File: config.mk
export PLATFORM = sky130hd
export DESIGN_NAME = serial_feeder
export DESIGN_NICKNAME = d
export VERILOG_FILES = /design/src/rtl/serial_feeder.sv
export SDC_FILE = /design/constraint.sdc
export NUM_CORES = 1
export LEC_CHECK = 0
export ABC_AREA = 0
export CAP_MARGIN = 30
export CORE_UTILIZATION = 23
export CTS_CLUSTER_DIAMETER = 60
export DETAILED_ROUTE_END_ITERATION = 12
export DONT_BUFFER_PORTS = 1
export GPL_ROUTABILITY_DRIVEN = 0
export GPL_TIMING_DRIVEN = 1
export PLACE_DENSITY = 0.46
export SLEW_MARGIN = 20
export SYNTH_ARGS = -nofsm -noshare
export SYNTH_HDL_FRONTEND = slang
export SYNTH_SLANG_ARGS = --single-unit
File: constraint.sdc
create_clock -name clk -period 2.45 [get_ports clk]
set_input_delay 0.245 -clock clk [delete_from_list [all_inputs] [get_ports clk]]
set_output_delay 0.245 -clock clk [all_outputs]
set_load 0.05 [all_outputs]
File: src/rtl/serial_feeder.sv
// Parallel-to-serial feeder for a downstream pattern detector: MSB first, gapless back-to-back words.
// Optional feature: define SER_PARITY_EN to append one even-parity bit after each word.
module serial_feeder #(
    parameter int WIDTH = 8
) (
    input  logic             clk,
    input  logic             rst,
    input  logic [WIDTH-1:0] data_in,
    input  logic             data_valid,
    output logic             data_ready,
    output logic             din,
    output logic             valid,
    output logic             busy,
    output logic             word_done
);

    localparam int CNT_W = $clog2(WIDTH) + 1;
    localparam logic [CNT_W-1:0] LAST = CNT_W'(WIDTH - 1);

`ifdef SER_PARITY_EN
    typedef enum logic [1:0] {IDLE, SHIFT, PARITY} state_t;
`else
    typedef enum logic [1:0] {IDLE, SHIFT} state_t;
`endif

    state_t           state_q, state_d;
    logic [WIDTH-1:0] shift_q, shift_d;
    logic [CNT_W-1:0] cnt_q, cnt_d;
    logic             din_q, valid_q, busy_q, word_done_q;
    logic             din_d, word_done_d;
    logic             transfer;
`ifdef SER_PARITY_EN
    logic             parity_q, parity_d;
`endif

    // data_ready depends only on reset, state and bit count, never on data_valid.
    always_comb begin
        data_ready = 1'b0;
        if (rst) begin
            case (state_q)
                IDLE:    data_ready = 1'b1;
`ifdef SER_PARITY_EN
                PARITY:  data_ready = 1'b1;
`else
                SHIFT:   data_ready = (cnt_q == LAST);
`endif
                default: data_ready = 1'b0;
            endcase
        end
    end

    assign transfer = data_valid && data_ready;

    // NOTE: every always_comb output gets a default first so no path leaves it unassigned (no latch).
    always_comb begin
        state_d = state_q;
        shift_d = shift_q;
        cnt_d   = cnt_q;
`ifdef SER_PARITY_EN
        parity_d = parity_q;
`endif
        if (transfer) begin
            state_d = SHIFT;
            shift_d = data_in;
            cnt_d   = '0;
`ifdef SER_PARITY_EN
            parity_d = ^data_in;
`endif
        end else begin
            case (state_q)
                SHIFT: begin
                    if (cnt_q == LAST) begin
`ifdef SER_PARITY_EN
                        state_d = PARITY;
                        cnt_d   = cnt_q + CNT_W'(1);
`else
                        state_d = IDLE;
`endif
                    end else begin
                        shift_d = {shift_q[WIDTH-2:0], 1'b0};
                        cnt_d   = cnt_q + CNT_W'(1);
                    end
                end
`ifdef SER_PARITY_EN
                PARITY:  state_d = IDLE;
`endif
                default: state_d = IDLE;
            endcase
        end

        din_d       = 1'b0;
        word_done_d = 1'b0;
        if (state_d == SHIFT) begin
            din_d = shift_d[WIDTH-1];
`ifndef SER_PARITY_EN
            word_done_d = (cnt_d == LAST);
`endif
        end
`ifdef SER_PARITY_EN
        if (state_d == PARITY) begin
            din_d       = parity_d;
            word_done_d = 1'b1;
        end
`endif
    end

    // NOTE: sequential state uses non-blocking assignments; reset is synchronous, sampled on the clock edge.
    always_ff @(posedge clk) begin
        if (!rst) begin
            state_q     <= IDLE;
            shift_q     <= '0;
            cnt_q       <= '0;
            din_q       <= 1'b0;
            valid_q     <= 1'b0;
            busy_q      <= 1'b0;
            word_done_q <= 1'b0;
`ifdef SER_PARITY_EN
            parity_q    <= 1'b0;
`endif
        end else begin
            state_q     <= state_d;
            shift_q     <= shift_d;
            cnt_q       <= cnt_d;
            din_q       <= din_d;
            valid_q     <= (state_d != IDLE);
            busy_q      <= (state_d != IDLE);
            word_done_q <= word_done_d;
`ifdef SER_PARITY_EN
            parity_q    <= parity_d;
`endif
        end
    end

    assign din       = din_q;
    assign valid     = valid_q;
    assign busy      = busy_q;
    assign word_done = word_done_q;

endmodule
==> metrics.txt <==
Worst VDD drop=0.000228 V; max_cap viols=0; Seq/Total Area, Yosys=0.460; Hold Crit Class=in -> reg; Hold Violations, Final=0; CTS Root Cell=clkbuf_4; setup violators final=0; crit-path max FO=11; Rows=19; Worst Setup Start Kind=register; initial core utilization=0.248; Yosys cell types=29; number of H-tree levels=1; post-layout net count=80; Post-synth EDFFs=0; YS warnings=0; Hold Buf Count CTS=0; layout cells sized above 1=0.149; Area after DPL=716 sq um; worst hold start=data_in[0]; I/O pin total=16; Area growth, synth to finish=7.90%; Reg2Reg Launch Point=cnt_q[0]; Slew Limit Fails=0; Syn Inst Count=66; WS Path Type=reg -> reg; Worst EP arrival=2.08 ns; ys async rst share=0; f_max=0.543 GHz; n_diodes=0; final setup skew=0.000577 ns; wire per inst=12.7 um; main flop type after synthesis=dfxtp_1; Fin Setup TNS=0 ns; CP required=2.69 ns; Worst-path clk slew=0.09 ns; design area=752 sq um; combinational power share=0.063; Clock Latency Late Sink=0.29 ns; Worst Setup EP=shift_q[1]; grt ovf=0; vias in the first global route=478; Worst Setup End Kind=register; Synth Area per Inst=10.6 sq um; cts bufs inserted=3; CTS tree=done; synthesized area=697 sq um; Cell Chain, Critical Path=ha_1, nand3b_2, a211oi_2, o221a_1; top post-synthesis cells by area=dfxtp_1 (46%), o221a_1 (9.7%), mux2_1 (8.1%), a21oi_1 (2.9%), xor2_1 (2.5%); DRT iter0 DRCs=10; drt pass-1 iters=8; max incr delay on CP=0.66 ns; clock sink count=16; Clk network pwr share=0.360; FF+latch count, synth=16; Hold Path Stages=2; Synth area leader=dfxtp_1; core area=2810 sq um; via/cell ratio=4.95; die area=3250 sq um; FF-to-FF setup slack=0.61 ns; PD cells=644 nW/um^2; antenna viol nets, final=0; largest net degree at the start of global routing=13; Fillers=304; DP Wirelength=887 um; Total Routing Usage GR=0.0906; Max-slew headroom=0.371; Reg power frac=0.577; Worst Reg-to-Reg Cells=4; DR vias=485; Final min period=1.84 ns; Synthesized Nets=78; sw frac=0.230; Synth top cells by count=dfxtp_1 (16), o221a_1 (6), mux2_1 (5); Leakage=0.300 nW; Die W=57.0 um; status=complete, but fails checks; Die Ht=57.0 um; RSZ-0062 raised after global routing=no; worst slew pin tran=0.942 ns; Post-CTS Resized=0; PortBufs=0; design internal power=0.373 mW; FF-to-FF End=shift_q[1]; WL final=1240 um; Setup Buffers After CTS=0; final routed DRC violation total=2; slowest CP cell=a211oi_2; timing startpoint of the critical path=cnt_q[0]; P_sw=0.111 mW; Tcrit/Tclk final=0.751; Synth top area share=0.460; failing checks=DRC; antenna violations before repair=0; count leader, synth=dfxtp_1; first-pass GRT wire length=2170 um; CTS max path bufs=2
## metal layers
metal	track usage	part of all wire
met2	0.136	0.44
met5	0	0
met1	0.105	0.46
met3	0.0499	0.091
met4	0.0418	0
## cell type report
cell class	count	area, sq um	share of cell area
multi-input combinational	44	342	0.454
sequential	16	320	0.426
tap	31	38.8	0.0516
clock buffer	4	36.3	0.0483
timing repair buffer	1	7.51	0.00998
inverter	2	7.51	0.00998
## flip-flops by register name, indices dropped and copies added, names as in the netlist
| register | cells |
|---|---|
| state_q | 2 |
| busy | 1 |
| cnt_q | 4 |
| din | 1 |
| word_done | 1 |
| shift_q | 7 |
## layout by cell type, fill, tap and decap left out, types with 2 or more instances in the layout
cell type	synthesis	layout
a21oi_1	4	4
clkbuf_4	0	3
o21a_1	2	2
nand4_1	2	2
mux2_1	5	5
dfxtp_1	16	16
inv_1	2	2
nor2_1	3	3
nand2_1	4	4
xor2_1	2	2
nand3_1	2	2
o221a_1	6	6
## worst min-delay path by stage
stage                 endpoint
global placement    shift_q[0]
finish              shift_q[0]
global route        state_q[0]
CTS                 shift_q[0]
floorplan           shift_q[0]
detailed placement  shift_q[0]
## worst max-delay path, delay by kind of cell (launching register included)
kind	cells	cell delay [ns]
flip-flops	1	0.40
adder cells (fa/ha/maj)	1	0.27
AO/OA/AOI/OAI	2	0.95
AND/OR/NAND/NOR	1	0.16
## logic make-up after synthesis
group | share of synthesized area
flip-flops | 0.460
AND/OR/NAND/NOR | 0.145
multiplexers | 0.0969
other | 0.00538
adder cells (fa/ha/maj) | 0.0180
XOR/XNOR | 0.0251
buffers and inverters | 0.0503
AO/OA/AOI/OAI | 0.199
## through the flow
stage / utilization / hold WS [ns] / setup WS [ns] / total power [mW] / instances
2_1_floorplan: - / 0.354 / 0.641 / 0.313 / 66
3_3_place_gp: 0.255 / 0.364 / 0.675 / 0.316 / 94
3_5_place_dp: 0.255 / 0.365 / 0.622 / 0.316 / 94
4_1_cts: 0.268 / 0.0507 / 0.605 / 0.495 / 98
5_1_grt: 0.268 / 0.0411 / 0.447 / 0.511 / 98
6_report: 0.268 / 0.0658 / 0.609 / 0.484 / 98
## power by group through the flow
stage | combinational, mW | sequential [mW] | clock (mW)
6_report | 0.0304 | 0.279 | 0.174
5_1_grt | 0.0339 | 0.281 | 0.196
4_1_cts | 0.0307 | 0.280 | 0.184
3_5_place_dp | 0.0307 | 0.286 | 0
3_3_place_gp | 0.0307 | 0.286 | 0
2_1_floorplan | 0.0310 | 0.282 | 0
Note: power is estimated with default switching activity, not from simulation.
